--- src/rtl/grng_sample_collector.sv ---
// grng_sample_collector: accept/reject stage, Q7.28 -> Q3.14 saturating
// conversion and drop-on-overflow output FIFO for the Gaussian RNG pipeline.
// Optional statistics counters: define GRNG_COLLECTOR_STATS_EN.
module grng_sample_collector #(
  parameter int unsigned LOG2N = 8,
  parameter int unsigned LOG2D = 4
) (
  input  logic               clk,
  input  logic               rst,
  input  logic               valid_in,
  input  logic [LOG2N-1:0]   rect_idx_in,
  input  logic [35:0]        mult_value,
  input  logic               cmp_value,
  input  logic               flush,
  output logic               out_valid,
  input  logic               out_ready,
  output logic [17:0]        out_sample,
  output logic [LOG2D:0]     level,
  output logic               overflow,
  output logic [31:0]        accept_cnt,
  output logic [31:0]        reject_cnt,
  output logic [15:0]        drop_cnt
);

  localparam int unsigned DEPTH = 1 << LOG2D;
  localparam int unsigned LW    = LOG2D + 1;

  logic              accept_c;
  logic [17:0]       conv_c;
  logic              a_valid;
  logic [17:0]       a_sample;
  logic [17:0]       mem [DEPTH];
  logic [LOG2D-1:0]  wr_ptr;
  logic [LOG2D-1:0]  rd_ptr;
  logic              full_c;
  logic              pop_c;
  logic              push_c;
  logic              drop_c;
  logic              unused_lsbs_c;

  // Fraction bits below Q3.14 resolution are truncated away.
  assign unused_lsbs_c = ^mult_value[13:0];

  // Accept decision; tail bundles (index 0) are handled by another path.
  assign accept_c = valid_in & cmp_value & (rect_idx_in != '0);

  // Q7.28 -> Q3.14: pass through when the top five bits agree, else clamp.
  always_comb begin
    conv_c = mult_value[31:14];
    if (!((&mult_value[35:31]) | ~(|mult_value[35:31]))) begin
      conv_c = mult_value[35] ? 18'h20000 : 18'h1FFFF;
    end
  end

  // A full FIFO still takes a push when the head leaves on the same edge.
  assign full_c = (level == LW'(DEPTH));
  assign pop_c  = out_valid & out_ready & ~flush;
  assign push_c = a_valid & ~flush & (~full_c | pop_c);
  assign drop_c = a_valid & ~flush & full_c & ~pop_c;

  // Stage A: register the accept decision and converted sample.
  always_ff @(posedge clk or posedge rst) begin
    if (rst) begin
      a_valid  <= 1'b0;
      a_sample <= '0;
    end else if (flush) begin
      a_valid  <= 1'b0;
    end else begin
      a_valid  <= accept_c;
      a_sample <= conv_c;
    end
  end

  // FIFO storage write; contents are qualified by level so need no reset.
  always_ff @(posedge clk) begin
    if (push_c) begin
      mem[wr_ptr] <= a_sample;
    end
  end

  // FIFO pointers and occupancy.
  always_ff @(posedge clk or posedge rst) begin
    if (rst) begin
      wr_ptr <= '0;
      rd_ptr <= '0;
      level  <= '0;
    end else if (flush) begin
      wr_ptr <= '0;
      rd_ptr <= '0;
      level  <= '0;
    end else begin
      if (push_c) wr_ptr <= wr_ptr + LOG2D'(1);
      if (pop_c)  rd_ptr <= rd_ptr + LOG2D'(1);
      if (push_c && !pop_c)      level <= level + LW'(1);
      else if (pop_c && !push_c) level <= level - LW'(1);
    end
  end

  // Sticky overflow flag, survives flush.
  always_ff @(posedge clk or posedge rst) begin
    if (rst)         overflow <= 1'b0;
    else if (drop_c) overflow <= 1'b1;
  end

  assign out_valid  = (level != '0);
  assign out_sample = out_valid ? mem[rd_ptr] : '0;

`ifdef GRNG_COLLECTOR_STATS_EN
  // Saturating statistics counters; a flushed bundle is not counted.
  always_ff @(posedge clk or posedge rst) begin
    if (rst) begin
      accept_cnt <= '0;
      reject_cnt <= '0;
      drop_cnt   <= '0;
    end else begin
      if (accept_c && !flush && accept_cnt != '1)
        accept_cnt <= accept_cnt + 32'd1;
      if (valid_in && !accept_c && !flush && reject_cnt != '1)
        reject_cnt <= reject_cnt + 32'd1;
      if (drop_c && drop_cnt != '1)
        drop_cnt <= drop_cnt + 16'd1;
    end
  end
`else
  assign accept_cnt = '0;
  assign reject_cnt = '0;
  assign drop_cnt   = '0;
`endif

endmodule

--- config.mk ---
export PLATFORM = sky130hd
export DESIGN_NAME = grng_sample_collector
export DESIGN_NICKNAME = d
export VERILOG_FILES = /design/src/rtl/grng_sample_collector.sv
export SDC_FILE = /design/constraint.sdc
export NUM_CORES = 1
export LEC_CHECK = 0
export ABC_AREA = 1
export BUFFER_PORTS_ARGS = -buffer_cell sky130_fd_sc_hd__clkbuf_2
export CORE_MARGIN = 1
export CORE_UTILIZATION = 63
export DETAILED_ROUTE_END_ITERATION = 10
export PLACE_DENSITY = 0.82
export SLEW_MARGIN = 20
export SYNTH_ARGS = -nofsm -noshare
export SYNTH_HDL_FRONTEND = slang
export SYNTH_SLANG_ARGS = --single-unit
--- constraint.sdc ---
create_clock -name clk -period 5 [get_ports clk]
set_input_delay 1 -clock clk [delete_from_list [all_inputs] [get_ports clk]]
set_output_delay 1 -clock clk [all_outputs]
set_load 0.005 [all_outputs]
==> summary.txt <==
Floorplan
  • Die Width: 150 um
  • Die Area: 22,400 um^2
  • Initial Util: 64.8%
  • Placement Rows: 53
  • Io pins: around 160
  • Core area: 21,200 um^2
  • Die Y: around 150 um

Synth
  • Cell area after technology mapping: 13,800 um^2
  • Adder-Cell Fraction of Synth Area: less than 1%
  • Mux contribution to synthesized area: 0%
  • Syn avg cell area: about 11 um^2
  • Yosys cell types: 28
  • Largest family of logic cells by synthesized area: simple AND/OR/NAND/NOR gates
  • Synth Area in XOR/XNOR: 0.255%
  • Mapped Cells: 1,223
  • Sequential area share after synthesis: about 70%
  • Post-Synth Simple-Gate Area: ~18%
  • Yosys warnings: 0
  • Yosys reg bits: 321
  • Synth Area in Compound Gates: just under 5%

Layout
  • Most common cell after layout, fill and taps aside: nand2_1
  • Post-layout util: a little under three quarters
  • Ant. Diodes: 0
  • Layout cell share with drive strength beyond 1: 12.2%
  • Final Non-Filler Cells: roughly 1.6k
  • Nets: between 1k and 1.5k
  • Commonest cells after routing, fill and taps aside: nand2_1 (363), edfxtp_1 (288), nand3_1 (156)
  • Area growth syn-to-layout: 9.47%
  • Final instance area: between 15,000 and 20,000 um^2

Global routing
  • Largest net degree at the start of global routing: just under 70
  • Grt total ovfl: 0
  • GRT Util Overall: approximately 29%
  • Vias in the first global route: ~8.9k
  • Number of antenna violations at the first check in global routing: 0
  • Global-route wire length before repair: roughly 48 mm

Timing
  • Worst-margin pin slew: 0.780 ns
  • Fin Hold WS: roughly 0.5 ns
  • Final max-slew violation count: 0
  • Endpoints failing setup: 0
  • Tmin final: 4.24 ns
  • Setup TNS: 0 ns
  • Slew margin rel.: 47.9%
  • Clock Skew: between 0.01 and 0.015 ns
  • Final period utilization: approximately 85%
  • RSZ-0062 raised after global routing: no
  • Setup WS post-layout: approximately 0.76 ns
  • Max Clk Rate: about 240 MHz
  • Hold Fails Final Rpt: 0

Clock network
  • H-tree levels: 1
  • Post_cts resized: 0
  • Clk slew on worst S/H paths: 0.06 ns
  • Total setup buffers inserted after CTS: 0
  • Worst-Skew Late Latency: between 0.5 and 0.6 ns
  • Max Root-Sink Buffers: 3
  • CTS tree: yes
  • Root Driver: clkbuf_16
  • CTS Hold Buffers Added: 0
  • CTS buffer count: 29
  • CTS sink cnt: 321

Worst setup path
  • CP required: 4.00 ns
  • Arrival @ worst endpoint: 3.24 ns
  • RR Startpoint: level[0]$_DFFE_PP0P_
  • Kind of critical path: flop to primary output
  • Critical path fanouts, max: 68
  • Crit. End Element: primary output
  • Worst setup SP type: flop
  • Setup crit start: rd_ptr[0]$_DFFE_PP0P_

Power and ir drop
  • Peak VDD IR: roughly 430 uV
  • Flop pwr share: 47.0%
  • Internal power: roughly 4.7 mW
  • Combinational share of power: 20.1%
  • Pwr dens: 445 nW/um^2
  • Switching portion of total power: between 20 and 30%
  • Tot Pwr: 6.70 mW
  • Static leakage: approximately 5.8 nW
  • Clock power frac: between 30 and 40%
  • NetSw: 2.00 mW

Drt
  • DR WL/cell: a little under 20 um
  • Final ANT Viol Nets: 0
  • Total wire length: about 31 mm
  • Vias/cell: about 6
  • DRC: 0
  • DR iter-0 viols: 1,064
  • Drt first pass iters: 5
  • Total number of vias: ~9.3k

Hold path
  • Hold Startpoint: overflow$_DFFE_PP0P_
  • Hold Crit Class: flop to flop

Place
  • Port Buffers: 60
  • Dpl ws: roughly 1.4 ns
  • Placed Area: 14,100 um^2
  • Dpl hpwl: 17.2 mm
  • Placed insts: 1,525
  • Global placer's final weighted congestion: around 0.77

Flow run
  • Max Cap Violations: 0

Status
  • Status: completed
[power by group through the flow]
stage,sequential (mW),clock (mW),combinational [mW]
5_1_grt,3.16,2.30,1.49
3_5_place_dp,3.20,0,1.31
3_3_place_gp,3.20,0,1.27
4_1_cts,3.15,2.20,1.34
2_1_floorplan,3.13,0,0.965
6_report,3.15,2.21,1.35
[layer usage]
metal  wire length (um)  GRT usage, %  share of wire [%]
met5                  0             0                  0
met3               3060          3.99                9.9
met2              15300          47.3                 49
met1              11600          38.1                 37
met4               1100          12.6                3.5
[synth_stat cells]
cell type,instances,area [um^2]
xor2_1,2,17.5
buf_4,86,646
ha_1,9,113
nand3_1,156,781
conb_1,1,3.75
buf_1,5,18.8
inv_2,2,7.51
nand2_1,363,1360
o21ai_0,28,140
edfxtp_1,288,8650
dfrtp_1,33,826
nand4_1,1,6.26
nor3_1,1,5.00
fa_1,1,20.0
inv_1,15,56.3
buf_6,1,11.3
nor2_2,1,6.26
o21bai_1,1,7.51
buf_2,24,120
o31ai_1,18,135
clkinv_1,2,7.51
nand3_2,1,10.0
a21oi_1,76,380
o21a_1,1,7.51
clkbuf_1,27,101
xnor2_1,2,17.5
nor4_1,3,18.8
nor2_1,75,282
[layout make-up]
class	count	area, um^2
sequential	321	9480
fill	1344	6160
multi-input combinational	819	3650
clock buffer	37	817
timing repair buffer	91	558
tap	275	344
clock inverter	16	136
inverter	19	73.8
[critical path, stage by stage (launching register included)]
cell,delay (ns)
dfrtp_4,0.69
inv_4,0.63
buf_12,0.30
nand2_1,0.08
nand3_1,0.08
nand2_1,0.06
a21oi_1,0.19
o31ai_1,0.12
a21oi_1,0.27
clkbuf_2,0.18
[path summary, 6_finish.rpt]
check                                   endpoint  slack, ns  cells after the start
max                                out_sample[0]       0.76                      9
min                         overflow$_DFFE_PP0P_       0.49                      1
max reg2reg                 mem[1][12]$_DFFE_PP_       2.23                      9
max in group asynchronous  rd_ptr[0]$_DFFE_PP0P_       4.16                      3
min reg2reg                 overflow$_DFFE_PP0P_       0.49                      1
min in group asynchronous   level[0]$_DFFE_PP0P_       0.51                      3
[sequential cells by signal, indices dropped and copies added (netlist names)]
register,cells
overflow,1
a_sample,18
level,5
mem,288
a_valid,1
wr_ptr,4
rd_ptr,4
[logic make-up (layout without fill, tap and decap cells)]
family,Yosys count,count (layout)
xor gates and xnor gates,4,4
adders and majority gates,10,10
DFF,321,321
AOI/OAI and AO/OA,124,124
and+or+nand+nor,601,601
buffers and inverters,162,163
other,1,80
No activity file was read; power rests on OpenSTA's default activity.
